### src/rtl/conv_filter_bank.sv
// Multi-channel convolution accumulator: each accepted beat adds a TAPS-wide dot
// product into a saturating per-channel accumulator, framed by a start/len command.
module conv_filter_bank #(
    parameter int NCH   = 2,
    parameter int TAPS  = 4,
    parameter int ACT_W = 13,
    parameter int W_W   = 8,
    parameter int OUT_W = 28,
    parameter int LEN_W = 16
) (
    input  logic                      CLK,
    input  logic                      CLR,
    input  logic                      start,
    input  logic [LEN_W-1:0]          len,
    input  logic                      relu_en,
    input  logic                      in_valid,
    output logic                      in_ready,
    input  logic [TAPS*ACT_W-1:0]     act,
    input  logic [NCH*TAPS*W_W-1:0]   wgt,
    output logic                      out_valid,
    input  logic                      out_ready,
    output logic [NCH*OUT_W-1:0]      out,
    output logic [NCH-1:0]            sat,
    output logic                      busy
);

    // Full-precision dot-product width, and a sum width wide enough that
    // acc + dot product can never wrap before the clamp compares it.
    localparam int SUM_W = ACT_W + W_W + $clog2(TAPS);
    localparam int EXT_W = ((OUT_W > SUM_W) ? OUT_W : SUM_W) + 1;
    localparam logic signed [EXT_W-1:0] MAXV = {{(EXT_W-OUT_W+1){1'b0}}, {(OUT_W-1){1'b1}}};
    localparam logic signed [EXT_W-1:0] MINV = {{(EXT_W-OUT_W+1){1'b1}}, {(OUT_W-1){1'b0}}};

    typedef enum logic [1:0] {IDLE, ACC, DONE} state_t;

    state_t                   state_q, state_d;
    logic [LEN_W-1:0]         count_q, count_d;
    logic                     relu_q, relu_d;
    logic [NCH-1:0]           sat_q, sat_d;
    logic signed [OUT_W-1:0]  acc_q [NCH];
    logic signed [OUT_W-1:0]  acc_d [NCH];
    logic signed [SUM_W-1:0]  sum   [NCH];
    logic signed [EXT_W-1:0]  ext   [NCH];
    logic                     beat;

    assign beat = (state_q == ACC) && in_valid;

    always_ff @(posedge CLK or posedge CLR) begin
        if (CLR) begin
            state_q <= IDLE;
            count_q <= '0;
            relu_q  <= 1'b0;
            sat_q   <= '0;
            for (int c = 0; c < NCH; c++) begin
                acc_q[c] <= '0;
            end
        end else begin
            state_q <= state_d;
            count_q <= count_d;
            relu_q  <= relu_d;
            sat_q   <= sat_d;
            for (int c = 0; c < NCH; c++) begin
                acc_q[c] <= acc_d[c];
            end
        end
    end

    always_comb begin
        state_d = state_q;
        case (state_q)
            IDLE: if (start) state_d = (len == '0) ? DONE : ACC;
            ACC:  if (beat && count_q == LEN_W'(1)) state_d = DONE;
            DONE: if (out_ready) state_d = IDLE;
            default: state_d = IDLE;
        endcase
    end

    always_comb begin
        for (int c = 0; c < NCH; c++) begin
            sum[c] = '0;
            for (int t = 0; t < TAPS; t++) begin
                sum[c] = sum[c] + (SUM_W'($signed(act[t*ACT_W +: ACT_W])) *
                                   SUM_W'($signed(wgt[(c*TAPS+t)*W_W +: W_W])));
            end
        end
    end

    // Accumulate with clamping; once clamped, later beats continue from the rail.
    always_comb begin
        count_d = count_q;
        relu_d  = relu_q;
        sat_d   = sat_q;
        for (int c = 0; c < NCH; c++) begin
            acc_d[c] = acc_q[c];
            ext[c]   = EXT_W'(acc_q[c]) + EXT_W'(sum[c]);
        end
        if (state_q == IDLE && start) begin
            count_d = len;
            relu_d  = relu_en;
            sat_d   = '0;
            for (int c = 0; c < NCH; c++) begin
                acc_d[c] = '0;
            end
        end else if (beat) begin
            count_d = count_q - LEN_W'(1);
            for (int c = 0; c < NCH; c++) begin
                if (ext[c] > MAXV) begin
                    acc_d[c] = MAXV[OUT_W-1:0];
                    sat_d[c] = 1'b1;
                end else if (ext[c] < MINV) begin
                    acc_d[c] = MINV[OUT_W-1:0];
                    sat_d[c] = 1'b1;
                end else begin
                    acc_d[c] = ext[c][OUT_W-1:0];
                end
            end
        end
    end

    always_comb begin
        in_ready  = (state_q == ACC);
        out_valid = (state_q == DONE);
        busy      = (state_q == ACC) || (state_q == DONE);
        sat       = sat_q;
        out       = '0;
        for (int c = 0; c < NCH; c++) begin
            out[c*OUT_W +: OUT_W] = (relu_q && acc_q[c][OUT_W-1]) ? '0 : acc_q[c];
        end
    end

endmodule

### config.mk
export PLATFORM = sky130hd
export DESIGN_NAME = conv_filter_bank
export DESIGN_NICKNAME = d
export VERILOG_FILES = /design/src/rtl/conv_filter_bank.sv
export SDC_FILE = /design/constraint.sdc
export NUM_CORES = 2
export LEC_CHECK = 0
export CELL_PAD_IN_SITES_DETAIL_PLACEMENT = 0
export CELL_PAD_IN_SITES_GLOBAL_PLACEMENT = 1
export CORE_ASPECT_RATIO = 0.75
export CORE_MARGIN = 8
export CORE_UTILIZATION = 51
export CTS_CLUSTER_DIAMETER = 50
export DETAILED_ROUTE_END_ITERATION = 10
export PLACE_DENSITY_LB_ADDON = 0.25
export SETUP_SLACK_MARGIN = 0.1
export SYNTH_ARGS = -nofsm -noshare
export SYNTH_HDL_FRONTEND = slang
export SYNTH_SLANG_ARGS = --single-unit
### constraint.sdc
create_clock -name CLK -period 8.5 [get_ports CLK]
set_input_delay 0.85 -clock CLK [delete_from_list [all_inputs] [get_ports CLK]]
set_output_delay 0.85 -clock CLK [all_outputs]
set_load 0.02 [all_outputs]
==> impl_metrics.py <==
metrics = {
    "cts": {
        "cts_tree": "built",
        "cts.clk_slew.worst_paths_ns": 0.08,
        "cts_num_sinks": 77,
        "cts_buffers": 9,
        "clock-root-buffer": "clkbuf_16",
        "htreeDepth": 3,
        "cts_max_path_buffers": 2,
        "hold_buffers": 0,
        "clk_latency_ns": 0.37,
    },
    "critical_path": {
        "crit_start": "wgt[25]",
        "cp_data_required_time_ns": 8.74,
        "path_max_fanout": 7,
        "ff2ff_setup_slack_ns": 1.14,
        "crit_type": "in -> reg",
        "r2r_start": "acc_q[43]$_DFFE_PP0P_",
        "start_kind": "input port",
        "worstPathArrival_ns": 8.42,
        "end_kind": "flop",
        "rr_worst_depth": 26,
        "cp-endpoint": "acc_q[41]$_DFFE_PP0P_",
        "r2r_end": "acc_q[41]$_DFFE_PP0P_",
    },
    "place": {
        "numPortBuffers": 198,
        "hpwl_mm": 94.4,
        "post_dp_cell_area_mm2": 0.0462,
        "routabilityCongestion": 0.892,
    },
    "routing": {
        "routedWlPerCell_um": 18.8,
        "vias": 28537,
        "ant_nets": 0,
        "vias_per_cell": 5.04,
        "totalWireLength_mm": 106,
        "drc": 0,
        "first_pass_iters": 5,
        "drt-initial-drc-count": 1687,
    },
    "timing": {
        "maxSlewViolCount": 0,
        "rsz0062_at_grt": "false",
        "fmaxAchievable_mhz": 122,
        "setup_violations": 0,
        "worstMarginPinSlew_ns": 1.24,
        "fin_skew_ns": 0.00856,
        "post-route-min-period_ns": 8.18,
        "min_period_over_period": 0.962,
        "hold_viol": 0,
        "slew_headroom": 0.169,
    },
    "logic_synthesis": {
        "synth_top_family_by_area": "adder cells",
        "syn-cell-area_mm2": 0.0404,
        "ys_types": 80,
        "ys_top_cells_by_count": "inv_1, fa_1, nand2_1",
        "ys_seq_elements": 77,
        "syn-num-nets": 5695,
        "postSynthAreaPerCell_um2": 9.56,
        "synth_simple_gate_area_share": 0.136,
        "synthMuxAreaShare": 0.000806,
        "synthArstFlopShare": 1.00,
        "synth.most_common_cell": "inv_1",
        "yosys_most_used_dff": "dfrtp_1",
        "ys_warn_count": 0,
        "synth-xor-area-share": 0.0188,
        "yosys-top-cells-area": "fa_1, inv_1, ha_1",
        "synth_area_leader_cell": "fa_1",
        "synthCells": 4220,
        "synth_seq_area_share": 0.0477,
        "yosysTopAreaCellShare": 0.545,
        "synth-compound-area-share": 0.0491,
        "synthAdderAreaFrac": 0.619,
        "synth_edf_count": 0,
    },
    "grt": {
        "grtUsageMet3": 0.0386,
        "antenna_found_initial": 5,
        "use_met1": 0.328,
        "grt_pass1_wl_mm": 172,
        "grt_pass1_vias": 31463,
        "met2_usage": 0.432,
        "grt_busiest_layer": "met2",
        "grt_max_degree": 55,
        "grt-ovfl-total": 0,
        "grt_usage": 0.248,
    },
    "floorplan": {
        "boundaryPins": 199,
        "start_util": 0.514,
        "die_area_mm2": 0.0885,
        "die_h_um": 260,
        "die_w_um": 341,
        "coreArea_mm2": 0.0785,
        "rows": 89,
    },
    "finish": {
        "area_growth_pct": 16.7,
        "drive_gt1_frac": 0.0968,
        "nets": 6087,
        "final_cell_area_mm2": 0.0471,
        "fillCellCount": 6817,
    },
    "run_status": {
        "status": "finished, final reports clean",
    },
    "run": {
        "max_cap_violations": 0,
    },
    "worst_hold_path": {
        "hold_class": "reg -> reg",
    },
}
layout by cell type (no fill, tap or decap), types with 45 or more instances in the layout:
cell type	instances
inv_1	1204
fa_1	1082
nand2_1	475
and2_1	380
buf_4	258
ha_1	234
clkdlybuf4s50_1	173
a21oi_1	95
dfrtp_1	76
nor2b_1	65
buf_12	65
o21ai_0	45
stage by stage:
step           utilization  TNS (ns)  setup WS [ns]  hold WS [ns]  std cells
3_5_place_dp         0.588    -13.86         -0.337         0.486       5629
6_report             0.600         0          0.325         0.499       5664
5_1_grt              0.600         0         0.0919         0.522       5663
3_3_place_gp         0.588     -7.71         -0.230         0.478       5629
4_1_cts              0.593         0          0.108         0.501       5648
2_1_floorplan            -         0          0.181         0.467       4220
registers in the layout (all words and copies together) (netlist names):
signal,flops
acc_q,56
sat,2
relu_q,1
state_q,2
count_q,16
cell type report:
class,count,area (µm²),area share
diodes,1,2.50,0.0000531
flip-flops and latches,77,1930,0.0410
clock buffers,9,225,0.00478
clock inverters,7,71.3,0.00151
well taps,1046,1310,0.0278
multi-input cells,2782,33500,0.712
repair buffers,533,5490,0.117
inverters,1209,4540,0.0965
worst max-delay path, stage by stage:
cell and delay [ns]:
clkdlybuf4s50_1 0.52, buf_4 0.17, buf_4 0.16, nand2_1 0.08, fa_1 0.49, fa_1 0.54
fa_1 0.55, inv_1 0.05, fa_1 0.49, fa_1 0.55, inv_1 0.07, fa_1 0.47
fa_1 0.49, inv_1 0.05, fa_1 0.47, ha_1 0.34, nand4b_1 0.21, a2111oi_4 0.48
o31ai_4 0.11, and3b_4 0.20, buf_4 0.14, o21ai_4 0.15, xnor2_2 0.10, o211ai_4 0.35
clkbuf_16 0.23, o211ai_1 0.10
metal layers:
metal	wire [µm]	vias to the layer above
met5	0	-
met4	2600	0
met3	5860	116
met2	54100	674
met1	43900	14866
li1	-	12881
worst min-delay path by stage:
stage                               start               endpoint  slack (ns)  cells past startpoint
floorplan           acc_q[29]$_DFFE_PP0P_  acc_q[29]$_DFFE_PP0P_        0.47                      2
global placement    acc_q[31]$_DFFE_PP0P_  acc_q[31]$_DFFE_PP0P_        0.48                      2
CTS                 acc_q[31]$_DFFE_PP0P_  acc_q[31]$_DFFE_PP0P_        0.50                      2
global route        acc_q[36]$_DFFE_PP0P_  acc_q[36]$_DFFE_PP0P_        0.52                      2
detailed placement  acc_q[31]$_DFFE_PP0P_  acc_q[31]$_DFFE_PP0P_        0.49                      2
finish              acc_q[31]$_DFFE_PP0P_  acc_q[31]$_DFFE_PP0P_        0.50                      2
what timing repair did:
action	CTS	global route
gates cloned	0	7
resized for setup	2	88
pin swaps	1	43
endpoints found under the hold margin	0	0
buffers inserted	3	8
endpoints found under the setup margin	4	57
kinds of logic after synthesis:
kind of cell,after synthesis
compound gates,284
xor+xnor,75
fa+ha+maj,1337
buf+inv,1362
flops,77
mux,3
simple gates,1082
Power is left out: the tool's default activity adds up to more than one toggle a clock period on the data nets, which glitch-free logic cannot reach.
